**config.mk**
```make
export PLATFORM = sky130hd
export DESIGN_NAME = instr_fetch
export DESIGN_NICKNAME = d
export VERILOG_FILES = /design/src/rtl/mips_fetch_pkg.sv /design/src/rtl/instr_fetch.sv
export SDC_FILE = /design/constraint.sdc
export NUM_CORES = 1
export LEC_CHECK = 0
export ABC_AREA = 0
export ABC_CLOCK_PERIOD_IN_PS = 1800
export BUFFER_PORTS_ARGS = -buffer_cell sky130_fd_sc_hd__buf_2
export CAP_MARGIN = 0
export CORE_MARGIN = 1
export CORE_UTILIZATION = 35
export DETAILED_ROUTE_END_ITERATION = 7
export GPL_TIMING_DRIVEN = 0
export PLACE_DENSITY = 0.6
export SLEW_MARGIN = 20
export SYNTH_ARGS = -nofsm -noshare
export SYNTH_HDL_FRONTEND = slang
export SYNTH_SLANG_ARGS = --single-unit
```
**constraint.sdc**
```tcl
create_clock -name clk -period 1.8 [get_ports clk]
set_input_delay 0.27 -clock clk [delete_from_list [all_inputs] [get_ports clk]]
set_output_delay 0.27 -clock clk [all_outputs]
set_load 0.05 [all_outputs]
```
**src/rtl/mips_fetch_pkg.sv**
```systemverilog
// Shared definitions for the byte-serial instruction fetch unit.
// Holds the fetch state encoding, geometry constants and the lane offset helper.
package mips_fetch_pkg;

    localparam int unsigned BYTES_PER_INSTR = 4;
    localparam int unsigned PC_WIDTH        = 8;
    localparam int unsigned INSTR_WIDTH     = 8 * BYTES_PER_INSTR;

    localparam logic [PC_WIDTH-1:0] DEFAULT_RESET_PC = PC_WIDTH'(0);

    typedef enum logic [2:0] {
        F0   = 3'd0,
        F1   = 3'd1,
        F2   = 3'd2,
        F3   = 3'd3,
        HOLD = 3'd4
    } fetch_state_e;

    // Byte offset from pc that a fetch state reads.
    function automatic logic [PC_WIDTH-1:0] lane_offset(input fetch_state_e s);
        case (s)
            F1:      lane_offset = PC_WIDTH'(1);
            F2:      lane_offset = PC_WIDTH'(2);
            F3:      lane_offset = PC_WIDTH'(3);
            default: lane_offset = PC_WIDTH'(0);
        endcase
    endfunction

endpackage

```
**src/rtl/instr_fetch.sv**
```systemverilog
// Byte-serial instruction fetch: reads four bytes little-endian from an 8-bit
// memory, presents the word to decode, and honours jump/branch redirects.
module instr_fetch
    import mips_fetch_pkg::*;
#(
    parameter logic [PC_WIDTH-1:0] RESET_PC = DEFAULT_RESET_PC
) (
    input  logic                   clk,
    input  logic                   reset,
    output logic [PC_WIDTH-1:0]    mem_addr,
    output logic                   mem_rd,
    input  logic [7:0]             mem_rdata,
    input  logic                   mem_ready,
    output logic [INSTR_WIDTH-1:0] instr,
    output logic                   instr_valid,
    input  logic                   instr_ready,
    output logic [PC_WIDTH-1:0]    pc_out,
    output logic [PC_WIDTH-1:0]    pc_plus4,
    input  logic                   redirect,
    input  logic [PC_WIDTH-1:0]    redirect_target
);

    fetch_state_e           state, state_next;
    logic [PC_WIDTH-1:0]    pc, pc_next;
    logic [INSTR_WIDTH-1:0] instr_next;
    logic [PC_WIDTH-1:0]    mem_addr_next;
    logic                   mem_rd_next;
    logic                   instr_valid_next;
    logic                   byte_done;

    // A byte is only taken while a read is actually being presented; this keeps
    // the first edge after reset from consuming data while mem_rd is still low.
    assign byte_done = mem_rd & mem_ready;

    assign pc_out   = pc;
    assign pc_plus4 = pc + PC_WIDTH'(BYTES_PER_INSTR);

    // State, pc, byte lanes and the registered memory/decode strobes.
    always_ff @(posedge clk or negedge reset) begin
        if (!reset) begin
            state       <= F0;
            pc          <= RESET_PC;
            instr       <= '0;
            mem_addr    <= RESET_PC;
            mem_rd      <= 1'b0;
            instr_valid <= 1'b0;
        end else begin
            state       <= state_next;
            pc          <= pc_next;
            instr       <= instr_next;
            mem_addr    <= mem_addr_next;
            mem_rd      <= mem_rd_next;
            instr_valid <= instr_valid_next;
        end
    end

    // Next-state, pc and byte-lane update; redirect overrides everything.
    always_comb begin
        state_next = state;
        pc_next    = pc;
        instr_next = instr;

        if (redirect) begin
            state_next = F0;
            pc_next    = redirect_target & ~PC_WIDTH'(3);
        end else begin
            case (state)
                F0: if (byte_done) begin
                    instr_next[7:0]   = mem_rdata;
                    state_next        = F1;
                end
                F1: if (byte_done) begin
                    instr_next[15:8]  = mem_rdata;
                    state_next        = F2;
                end
                F2: if (byte_done) begin
                    instr_next[23:16] = mem_rdata;
                    state_next        = F3;
                end
                F3: if (byte_done) begin
                    instr_next[31:24] = mem_rdata;
                    state_next        = HOLD;
                end
                HOLD: if (instr_ready) begin
                    pc_next    = pc + PC_WIDTH'(BYTES_PER_INSTR);
                    state_next = F0;
                end
                default: state_next = F0;
            endcase
        end

        mem_rd_next      = (state_next != HOLD);
        instr_valid_next = (state_next == HOLD);
        mem_addr_next    = pc_next + lane_offset(state_next);
    end

endmodule

```
Word level (Yosys, flattened, before mapping)
Index checks and enable logic that the tools add are counted.

word-level totals
  word-level logic and storage cells = 38
  output and inout bits = 58
  register bits after elaboration = 53

operators by class
  reductions and logical operators = 5
  equality and inequality tests = 9
  bitwise gates (word level) = 2
  $add $sub $neg = 2
  mux-type cells = 11

operators with widths
  kind                                                 number
  two-way mux 8 bit                                    3
  two-way mux 3 bit                                    6
  one-hot mux 3 bit (5 select lines)                   1
  equality test 3 x 2 -> 1 bit, second input constant  4
  AND reduction 3 bit                                  4
  adder 8 x 3 -> 8 bit, second input constant          1
  adder 8 bit                                          1
  equality test 3 x 1 -> 1 bit, second input constant  2
  equality test 3 bit, second input constant           2
  one-hot mux 2 bit (3 select lines)                   1
  logical NOT 3 bit                                    1
  != test 3 bit, second input constant                 1
  AND 1 bit                                            1
  NOT 1 bit                                            1

Depth between registers and ports, before layout
  word-level depth = 7
  mapped depth = 10

Least setup slack after synthesis
No wires, ideal clock.

  kind = register to register
  start = reg pc[2], in the netlist pc_out[2]
  end = reg mem_addr[7]
  stages on the path, launching flop included = 7
  slack = -862 ps
  setup time = 79 ps
  data required time = 1721 ps
  path buffers = 0
  arrival = 2582 ps
  path through = dfrtp_1 ha_1 xor2_1 a31oi_1 o21a_1 and4bb_1 xor2_1

on the way
  word-level cells in the longest chain between the ends = 5

RTL lines
  element                   line               RTL
  start: declaration        instr_fetch.sv:24  logic [PC_WIDTH-1:0] pc, pc_next;
  start signal: assignment  instr_fetch.sv:49  pc <= pc_next;
  adder 8 x 3 -> 8 bit      --
  net pc_plus4[4]           instr_fetch.sv:18  output logic [PC_WIDTH-1:0] pc_plus4,
  two-way mux 8 bit         instr_fetch.sv:84  HOLD: if (instr_ready) begin
  two-way mux 8 bit         instr_fetch.sv:67  case (state)
  two-way mux 8 bit         instr_fetch.sv:63  if (redirect) begin
  adder 8 bit               instr_fetch.sv:94  mem_addr_next = pc_next + lane_offset(state_next);
  net mem_addr_next[7]      instr_fetch.sv:26  logic [PC_WIDTH-1:0] mem_addr_next;
  end signal: assignment    instr_fetch.sv:51  mem_addr <= mem_addr_next;
  end: declaration          instr_fetch.sv:10  output logic [PC_WIDTH-1:0] mem_addr,

The timed path passes the listed nets, and every way through them passes these cells.
A chain may end at the register's enable or synchronous reset.

Worst setup path in the final report
  start = reg state[0]
  end = reg mem_addr[6]

on the way
  word-level cells in the longest chain between the ends = 6
  elaborated cells between the ends (all ways) = 19
  classes of those cells = add/sub (1); eq/ne (7); mux (10); reduce/logical (1)

RTL lines
  element                                                                              line                  RTL
  start: declaration                                                                   instr_fetch.sv:23     fetch_state_e state, state_next;
  start signal: assignment                                                             instr_fetch.sv:48     state <= state_next;
  equality test 3 bit (tied with other cells)                                          instr_fetch.sv:67
  one-hot mux 3 bit (5 select lines)                                                   instr_fetch.sv:67
  two-way mux 3 bit                                                                    instr_fetch.sv:63
  equality test 3 x 2 -> 1 bit / equality test 3 x 1 -> 1 bit (equally long branches)  mips_fetch_pkg.sv:21  case (s)
  one-hot mux 2 bit (3 select lines)                                                   mips_fetch_pkg.sv:21
  adder 8 bit *                                                                        instr_fetch.sv:94
  net mem_addr_next[6]                                                                 instr_fetch.sv:26

The timed path passes the listed nets; every way through them passes the cells marked *.

==> results.yml <==
timing:
  worst-slew-pin-transition_ns: 0.6677
  report.final.slew_viol_count: 0
  setup_viol: 4
  finalWorstSetupSlack_ns: -0.2605
  final_critical_period_ns: 2.061
  post-route-period-util_pct: 114.5
  timing.setup.tns_ns: -0.7249
  hold-worst-slack_ns: -0.007031
  setup_repair_after_global_routing_missed_its_margin: "true"
  skew_ns: 0.004602
  final-hold-violation-count: 5
  fmax_mhz: 485.3
  maxSlewHeadroom_pct: 55.49
synth:
  synthesis.area_sq_mm: 0.002311
  post-synth-top-area-cell: "dfrtp_1"
  postSynthCellCount: 178
  yosys.area_share.adder_pct: 2.491
  multiplexer_share_of_the_synthesized_area_pct: 16.03
  most_frequently_used_cell_type_in_the_post_synthesis_netlist: "dfrtp_1"
  synth-warning-count: 0
  synth.cells.most_frequent: "dfrtp_1 (53), mux2_2 (32), nand2_1 (10), inv_1 (8)"
  post_synth_and_or_nand_nor_area_fraction_pct: 10.02
  postSynthRegisterBits: 53
  largest_family_of_logic_cells_by_synthesized_area: "multiplexers"
  post_synth_xor_area_fraction_pct: 5.306
  synth_seq_area_share_pct: 57.39
  postSynth.asyncResetShare_pct: 100.0
  synth_area_leaders: "dfrtp_1 (57%), mux2_2 (16%), xnor2_1 (2.7%)"
  post_synth_edffs: 0
  ys_dominant_reg_cell: "dfrtp_1"
  share_of_the_synthesized_area_in_compound_gates_ao_oa_aoi_oai_pct: 4.710
  synth_cell_type_count: 38
  synth.top_cell.area_share_pct: 57.39
  syn_avg_cell_area_sq_um: 12.98
  synth_fp_nets: 203
die:
  fp.dieArea_sq_mm: 0.006931
  die_width_um: 83.26
  core-area_sq_mm: 0.006350
  ioPinCount: 79
  core.rowCount: 29
  dieHeight_um: 83.26
  start_util_pct: 36.39
power:
  power.switching_mw: 1.815
  seq_power_share_pct: 39.1
  static-leakage-power_nw: 1.500
  intPower_mw: 2.184
  part_of_the_power_in_the_clock_network_pct: 17.0
  power_density_mw_per_mm2: 1305
  combPwrFrac_pct: 43.8
  ir_worst_vdd_mv: 0.7718
  power.switching_fraction_pct: 45.38
setup_path:
  worst_ep_arrival_time_ns: 2.26
  worst_r2r_path_depth: 9
  startpoint: "state[0]"
  critical_path.n_buffers_inverters: 2
  worstReg2RegEnd: "mem_addr[6]"
  timing.critical_path.depth: 9
  path_max_fanout: 5
  critPathRequiredTime_ns: 2.00
  critical-path-slowest-cell: "dfrtp_1"
  worstSetupStartpointType: "flip-flop"
  cp_slowest_stage_delay_ns: 0.39
  crit_path_cell_trace: "buf_6, xor2_2, nor3_2, ha_2, inv_2, fa_2, a211oi_2, nand4_1, xnor2_1"
  setup.worst_path.end: "mem_addr[6]"
  crit_type: "reg2reg"
  critical_path.top_delay_family: "adder cells"
  rr_startpoint: "state[0]"
  endpoint_kind: "flip-flop"
  timing.reg2reg.setup_slack_ns: -0.26
grt:
  grt_antenna_before_repair: 0
  gr-usage-all-layers_pct: 14.62
  grt_first_pass_wirelength_um: 7948
  grt_start_max_net_pins: 54
  vias_in_the_first_global_route: 1591
  overflow: 0
place:
  placer_s_final_routability_congestion_estimate: 0.7776
  io_buffers: 75
  place_hpwl_um: 3402
  placement.cell_area_sq_mm: 0.002859
clock_tree:
  htree_num_levels: 2
  path_clk_slew_ns: 0.10
  cts.sinks: 53
  cts_tree: "done"
  cts-buffers-inserted: 5
  clockRootBuffer: "clkbuf_8"
  clk_path_buf_depth: 2
  insertion_delay_ns: 0.30
worst_hold_path:
  worst_min_path_class: "in2async"
outcome:
  violations: "negative hold slack, negative setup slack"
  status: "complete, but fails checks"
finish:
  signed_area_change_from_the_synthesized_netlist_to_the_final_layout_pct: 32.54
  post-route-cell-area_sq_mm: 0.003063
  diodes: 0
  fillerInstances: 581
  post_route_cells_drive_above_1_share_pct: 56.34
  multi_input_comb_area_sq_mm: 0.001001
  finish.net_count: 292
  final-seq-area_sq_mm: 0.001331
detailed_routing:
  post_drt_via_cell_ratio: 4.820
  drc: 0
  total_via_count_in_the_routed_design: 1663
  average_routed_wire_per_standard_cell_um: 14.08
  detailedRoute.firstIterationViolations: 42
  drt-total-wl_um: 4858
  dr.pass1.iters: 4
  drtAntennaViolNets: 0
run:
  max_cap_violations: 0
sequential cells by signal, indices dropped and copies added, names as in the netlist:
register / cells
mem_addr: 8
state: 3
pc_out: 8
mem_rd: 1
instr: 32
instr_valid: 1
placed cells by master (no fill, tap or decap), types with 2 or more instances in the layout:
master    synthesis  final
buf_2             0     72
dfrtp_1          53     49
mux2_2           32     32
buf_4             4     12
nand2_1          10      9
inv_1             8      7
nor2_1            7      7
clkbuf_8          0      5
xnor2_1           7      4
nor3_1            6      4
xor2_1            7      4
dfrtp_2           0      4
nand3_1           5      3
xnor2_2           0      3
buf_6             2      3
nand4_1           3      3
nand3_2           0      2
clkbuf_2          0      2
o21ai_0           2      2
clkbuf_1          3      2
xor2_2            0      2
nor3_2            0      2
a31oi_1           2      2
a21oi_1           2      2
nand3b_1          2      2
area by class of cell:
cell class	count	area share, %
flip-flops and latches	53	43.46
multi-input cells	108	32.68
repair buffers	82	14.75
well taps	77	3.145
clock buffers	6	2.369
plain buffers	9	2.165
inverters	8	0.9804
clock inverters	2	0.4493
cells by family (layout without fill, tap and decap cells):
family                     Yosys count  in the layout
xor gates and xnor gates            14             14
DFF                                 53             53
buffers and inverters               17            107
adders and majority gates            4              4
AOI/OAI and AO/OA                   15             15
and+or+nand+nor                     42             42
muxes                               33             33
worst min path at each step:
stage,start,to,slack (ns),depth (start not counted)
2_1_floorplan,reset,instr[0],-0.03,0
3_3_place_gp,instr[12],instr[12],0.48,1
3_5_place_dp,reset,instr[27],0.36,1
4_1_cts,reset,instr[15],0.02,1
5_1_grt,reset,instr[27],0.04,1
6_report,reset,instr[27],-0.007,1
routing by layer:
| metal | up-vias | wire length [um] | GRT usage, % |
|---|---|---|---|
| li1 | 800 | - | - |
| met1 | 810 | 2176 | 18.75 |
| met3 | 7 | 227 | 2.783 |
| met5 | - | 0 | 0 |
| met2 | 46 | 2388 | 24.29 |
| met4 | 0 | 67 | 5.956 |
stage by stage:
| stage | utilization [%] | setup WS (ns) | std cells | power, mW |
|---|---|---|---|---|
| floorplan | - | -0.2864 | 178 | 2.925 |
| global placement | 44.99 | -0.5053 | 330 | 3.307 |
| detailed placement | 45.02 | -0.5045 | 330 | 3.328 |
| CTS | 47.43 | -0.2566 | 341 | 4.028 |
| global route | 48.24 | -0.3620 | 345 | 4.191 |
| finish | 48.24 | -0.2605 | 345 | 3.999 |
power groups by stage:
stage | Combinational, mW | Sequential (mW) | Clock (mW)
after CTS | 1.75 | 1.57 | 0.704
after floorplan | 0.430 | 2.49 | 0
after detailed placement | 1.73 | 1.60 | 0
after global routing | 1.83 | 1.60 | 0.760
after global placement | 1.72 | 1.59 | 0
final | 1.75 | 1.57 | 0.681
timing repair:
action | in CTS | in global routing
pin swaps | 4 | 2
endpoints found under the setup margin | 16 | 25
buffers inserted | 3 | 4
hold buffers | 0 | 0
gates resized for setup | 8 | 2
Power figures use the tool's default switching activity.
